File: config.mk
export PLATFORM = sky130hd
export DESIGN_NAME = x2xy_decoder
export DESIGN_NICKNAME = d
export VERILOG_FILES = /design/src/rtl/x2xy_decoder.sv
export SDC_FILE = /design/constraint.sdc
export NUM_CORES = 1
export LEC_CHECK = 0
export CAP_MARGIN = 10
export CORE_MARGIN = 4
export CORE_UTILIZATION = 50
export DETAILED_ROUTE_END_ITERATION = 8
export HOLD_SLACK_MARGIN = 0.06
export PLACE_DENSITY = 0.82
export SYNTH_ARGS = -nofsm -noshare
export SYNTH_HDL_FRONTEND = slang
export SYNTH_SLANG_ARGS = --single-unit
File: constraint.sdc
create_clock -name clk -period 3.9 [get_ports clk]
set_input_delay 0.975 -clock clk [delete_from_list [all_inputs] [get_ports clk]]
set_output_delay 0.975 -clock clk [all_outputs]
set_load 0.1 [all_outputs]
File: src/rtl/x2xy_decoder.sv
// Binary-to-one-hot decoder with valid/ready on both sides and a 2-entry skid
// buffer. Codes outside the one-hot range are delivered as an all-zero word with err set.
module x2xy_decoder #(
  parameter int IN_WIDTH  = 3,
  parameter int OP_WIDTH  = 8,
  parameter int CNT_WIDTH = 16
) (
  input  logic                 clk,
  input  logic                 rst,
  input  logic                 en,
  input  logic                 in_valid,
  output logic                 in_ready,
  input  logic [IN_WIDTH-1:0]  inputCODE,
  output logic                 out_valid,
  input  logic                 out_ready,
  output logic [OP_WIDTH-1:0]  Q,
  output logic                 err,
  output logic [CNT_WIDTH-1:0] code_cnt
);

  typedef enum logic [1:0] {EMPTY, ONE, TWO} state_e;

  typedef struct packed {
    logic [OP_WIDTH-1:0] onehot;
    logic                err;
  } entry_t;

  state_e               state_q, state_d;
  entry_t               head_q, head_d;
  entry_t               skid_q, skid_d;
  entry_t               dec;
  logic                 in_ready_q, in_ready_d;
  logic [CNT_WIDTH-1:0] cnt_q, cnt_d;
  logic                 accept;
  logic                 pop;

  // err stays set unless some output bit matches the code.
  always_comb begin
    dec.onehot = '0;
    dec.err    = 1'b1;
    for (int k = 0; k < OP_WIDTH; k++) begin
      if (int'(inputCODE) == k) begin
        dec.onehot[k] = 1'b1;
        dec.err       = 1'b0;
      end
    end
  end

  assign accept = in_valid & in_ready_q & en;
  assign pop    = out_valid & out_ready;

  // NOTE: every variable gets a default first so no path through the case leaves
  // one unassigned, which would otherwise infer a latch.
  always_comb begin
    state_d = state_q;
    head_d  = head_q;
    skid_d  = skid_q;
    unique case (state_q)
      EMPTY: begin
        if (accept) begin
          state_d = ONE;
          head_d  = dec;
        end
      end
      ONE: begin
        if (accept && !pop) begin
          state_d = TWO;
          skid_d  = dec;
        end else if (pop && !accept) begin
          state_d = EMPTY;
        end else if (pop && accept) begin
          head_d = dec;
        end
      end
      TWO: begin
        if (pop) begin
          state_d = ONE;
          head_d  = skid_q;
        end
      end
      default: state_d = EMPTY;
    endcase
  end

  // Ready is computed from the next occupancy, so it never depends on out_ready
  // within the same cycle.
  assign in_ready_d = en & (state_d != TWO);
  assign cnt_d      = (accept && (cnt_q != '1)) ? cnt_q + 1'b1 : cnt_q;

  // NOTE: sequential state uses non-blocking assignments so every register
  // samples pre-edge values; the two buffer entries are reset too, so no stale
  // word survives a reset.
  always_ff @(posedge clk or negedge rst) begin
    if (!rst) begin
      state_q    <= EMPTY;
      head_q     <= '0;
      skid_q     <= '0;
      in_ready_q <= 1'b0;
      cnt_q      <= '0;
    end else begin
      state_q    <= state_d;
      head_q     <= head_d;
      skid_q     <= skid_d;
      in_ready_q <= in_ready_d;
      cnt_q      <= cnt_d;
    end
  end

  assign in_ready  = in_ready_q;
  assign out_valid = (state_q != EMPTY);
  assign Q         = out_valid ? head_q.onehot : '0;
  assign err       = out_valid & head_q.err;
  assign code_cnt  = cnt_q;

endmodule

After elaboration in Yosys (flattened, before gate mapping):

Index checks and enable logic that the tools add are counted.
W data, S select, Z words.

* register bits: 37
* input bits: 8
* output and inout port bits: 27
* logic and storage cells: 68

* add/sub/neg operators: 1
* equal/unequal tests: 16
* mux-type cells: 27
* bitwise gates (word level): 5
* reduce and logical (&&, ||, !) cells: 12

Operators with widths (count)
* $mux W9: 5
* $pmux W9 S3: 1
* $add A16 B1 Y16 const B: 1
* $ne A16 B16 Y1 const B: 1
* $mux W1: 14
* $eq A3 B3 Y1 const B: 4
* $ne A2 B2 Y1 const B: 6
* $mux W2: 5
* $mux W8: 1
* $eq A3 B2 Y1 const B: 2
* $pmux W2 S3: 1
* $reduce_and A6 Y1: 1
* $and A1 B1 Y1: 5
* $logic_and A1 B1 Y1: 4
* $eq A3 B1 Y1 const B: 1
* $logic_not A3 Y1: 1
* $reduce_bool A3 Y1: 1
* $eq A2 B1 Y1 const B: 1
* $eq A2 B2 Y1 const B: 1
* $logic_not A1 Y1: 2
* $logic_not A2 Y1: 1
* $reduce_and A2 Y1: 1
* $reduce_bool A2 Y1: 1

Logic depth before layout (Yosys ltp):

* depth in word-level cells: 13
* gate-level depth with buffers: 6
* depth with buffers taken out: 5

Worst setup path after synthesis:

No wires, ideal clock.

* path kind: register to output
* start point: reg state_q[1]
* end point: out Q[0]
* data arrival time: 2071 ps
* required time: 2925 ps
* slack: 854 ps
* stages on the path, launching flop included: 4
* path buffers: 1
* path through: dfrtp_1 > clkbuf_1 > nor2_1 > nor2b_1

* word-level cells in the longest chain between the ends: 2

RTL lines
* start, declared: line 28 `state_e state_q, state_d;`
* start signal, assigned: line 101 `state_q <= state_d;`
* $reduce_bool A2 Y1: line 110 `assign out_valid = (state_q != EMPTY);`
* $mux W8: line 111 `assign Q = out_valid ? head_q.onehot : '0;`
* end, declared: line 16 `output logic [OP_WIDTH-1:0] Q,`

No other way between the ends.

Worst setup path in the final report:

* start point: reg cnt_q[9], in the netlist code_cnt[9]
* end point: out code_cnt[9]

RTL lines
* start, declared: line 33 `logic [CNT_WIDTH-1:0] cnt_q, cnt_d;`
* start signal, assigned: line 105 `cnt_q <= cnt_d;`
* end, declared: line 18 `output logic [CNT_WIDTH-1:0] code_cnt`

No word-level cell between the ends.

==> key figures <==
Outcome
  – Run status: finished clean

STA
  – Min cycle time layout: roughly 3000 ps
  – Fin. Hold Viols: 0
  – Clk_skew: roughly 8.7 ps
  – Final setup viols: 0
  – Slew margin rel.: a little over a third
  – Total Neg Setup Slack: 0 ps
  – Max-slew violation count: 0
  – FMAX: between 300 and 400 MHz
  – Worst-margin pin slew: around 980 ps
  – Final period util: 76.2%
  – Unrepaired setup endpoints after global routing: no

Synthesis
  – Net count after synthesis: roughly 170
  – Post-Synth Simple-Gate Area: about 23%
  – Synthesized instance count: around 170
  – Mux cell area share after synthesis: 10.4%
  – Compound-gate portion of the synthesized area: 9.00%
  – Mapped Area: ~1800 µm²
  – Largest family of logic cells by synthesized area: simple AND/OR/NAND/NOR gates
  – Seq/Total Area, Yosys: between 50% and 60%
  – Async set or reset register ratio after synthesis: 100%
  – Synth Area in Adders: less than 1%
  – XOR/XNOR share of the synthesized area: between 4 and 5%
  – Synthesis Warnings: 0
  – Register bit total from synthesis: 37
  – Syn Area/Cell: roughly 11 µm²
  – Main flop type after synthesis: dfrtp_1
  – Number of synthesized flops with an enable pin: 0
  – Count of cell types in the netlist: 41

Clocking
  – Maximum root-to-sink buffer count: 2
  – CTS buffer count: 5
  – Hold_buf cts: 0
  – Clock root buffer: clkbuf_8
  – H-tree Lvls: 2
  – Clk_lat worst skew: 300 ps
  – CTS tree: built
  – Setup Fix Bufs, Post-CTS: 0
  – Clock-pin slew on the worst setup and hold paths: roughly 80 ps
  – Clock sink count: 37
  – Post-CTS Resized: 0

Layout
  – Most common cell after layout, fill and taps aside: dfrtp_1
  – Final net count: ~210
  – FILL cells: 282
  – Layout cells sized above 1: a little under a fifth
  – Commonest cells after routing, fill and taps aside: dfrtp_1, clkdlybuf4s50_1, nor2_1
  – P&R area growth vs syn: 26.2%
  – Layout Cells excl Fill: approximately 250
  – N_diodes: 0

Placement
  – DP Cell Count: roughly 240
  – GPL Wtd Cong: 0.812
  – Final HPWL DP: 2720 µm
  – Port bufs: 34

Drt
  – DRT Pass-1 Iters: 4
  – DRC viols: 0
  – Post-DR wirelength/cell: 15.6 µm
  – Routed via count: around 1,400
  – Antenna viol nets, final: 0
  – Vias per cell: 5.58
  – DRT iter0 DRCs: 64
  – Total wirelength of the detailed-routed design: between 3000 and 4000 µm

Global routing
  – Largest net degree at the start of global routing: 38
  – GRT overflow: 0
  – Vias in the first global route: 1,381
  – Initial antenna violation count: 0
  – First-pass GRT wire length: ~6500 µm
  – GRT Util Overall: between 10% and 20%

Floorplan
  – Core box area: 3440 µm²
  – Cell Rows: 21
  – Initial Util: 53.3%
  – I/O pins: 35
  – Die footprint: roughly 4700 µm²
  – Die W: a little under 70 µm
  – Die Height: slightly below 70 µm

Worst hold path
  – HP Class: flip-flop to flip-flop

Setup path
  – CP Buf/Inv Count: 1
  – Slowest cell on the critical path: clkdlybuf4s50_1
  – CP Class: flip-flop to primary output
  – Crit Path Max Fanout: 7
  – Worst setup EP type: primary output
  – Setup crit start kind: flip-flop
  – Crit-path leading delay family: buffers and inverters
  – Required time worst endpoint: slightly below 3000 ps
  – CP Data Arrival Time: around 2000 ps
  – CP peak stage delay: 1190 ps
  – Crit path cell chain: clkdlybuf4s50_1

Run
  – Max-cap violations: 0

Pwr
  – Peak supply drop: between 0.0004 and 0.0005 V
  – Power Density: roughly 560 nW/µm²
  – Leakage: about 1.1 nW
layout make-up:
type	instances	area [µm²]	area share, %
flip-flops and latches	37	926	40.0
multi-input cells	121	877	37.9
repair buffers	36	330	14.3
clock buffers	5	68.8	2.97
well taps	46	57.6	2.48
clock inverters	3	46.3	2.00
inverters	3	11.3	0.486
worst paths after layout:
path | to | start | slack, ps | depth (start not counted)
setup / recovery | code_cnt[9] | code_cnt[9]$_DFFE_PN0P_ | 930 | 1
hold / removal | skid_q[2]$_DFFE_PN0P_ | skid_q[2]$_DFFE_PN0P_ | 510 | 1
setup reg to reg | code_cnt[14]$_DFFE_PN0P_ | code_cnt[0]$_DFFE_PN0P_ | 1910 | 5
hold reg to reg | skid_q[2]$_DFFE_PN0P_ | skid_q[2]$_DFFE_PN0P_ | 510 | 1
max in group asynchronous | code_cnt[14]$_DFFE_PN0P_ | rst | 2480 | 2
min in group asynchronous | code_cnt[1]$_DFFE_PN0P_ | rst | 1100 | 2
sequential cells by signal (all words and copies together) (netlist names):
| register | cells |
|---|---|
| code_cnt | 16 |
| head_q | 9 |
| skid_q | 9 |
| state_q | 2 |
| in_ready | 1 |
metrics by stage:
step,setup slack (ps),cell area [µm²],power [W],hold slack [ps],util [%]
finish,929,2320,0.00130,512,67.3
floorplan,854,1840,0.000853,464,-
global placement,1090,2200,0.000959,482,64.0
detailed placement,941,2200,0.000969,496,64.0
CTS,918,2320,0.00131,514,67.3
global route,863,2320,0.00135,519,67.3
kinds of logic after synthesis:
group                    after synthesis
flip-flops                            37
multiplexers                          18
AO/OA/AOI/OAI                         23
XOR/XNOR                              10
adder cells (fa/ha/maj)                1
AND/OR/NAND/NOR                       69
buffers and inverters                  7
cell usage after synthesis, drive strengths merged (2+ instances only):
master	instances	area, µm²
dfrtp	37	926
nor2	17	63.8
a21oi	12	60.1
nor2b	12	75.1
mux2	9	101
mux2i	9	90.1
nand3	7	35.0
xnor2	7	61.3
nand2	5	18.8
nand4	5	52.6
and3	4	25.0
buf	3	17.5
inv	3	11.3
nand3b	3	22.5
nor3b	3	22.5
xor2	3	26.3
a41oi	2	17.5
and3b	2	17.5
and4	2	18.8
nor3	2	10.0
nor4	2	18.8
o22ai	2	12.5
o31ai	2	20.0
power breakdown:
part | switching (W) | total [W] | internal (W)
sequential | 0.0000506 | 0.000490 | 0.000439
clock | 0.000147 | 0.000338 | 0.000191
combinational | 0.000354 | 0.000472 | 0.000118
per-layer routing:
layer,GRT usage (%),routed length (µm),vias to the layer above
met2,30.2,1950,35
met1,24.1,1730,688
li1,-,-,672
met4,8.93,65,0
met5,0,0,-
met3,4.86,171,6
(Power assumes the default switching activity.)
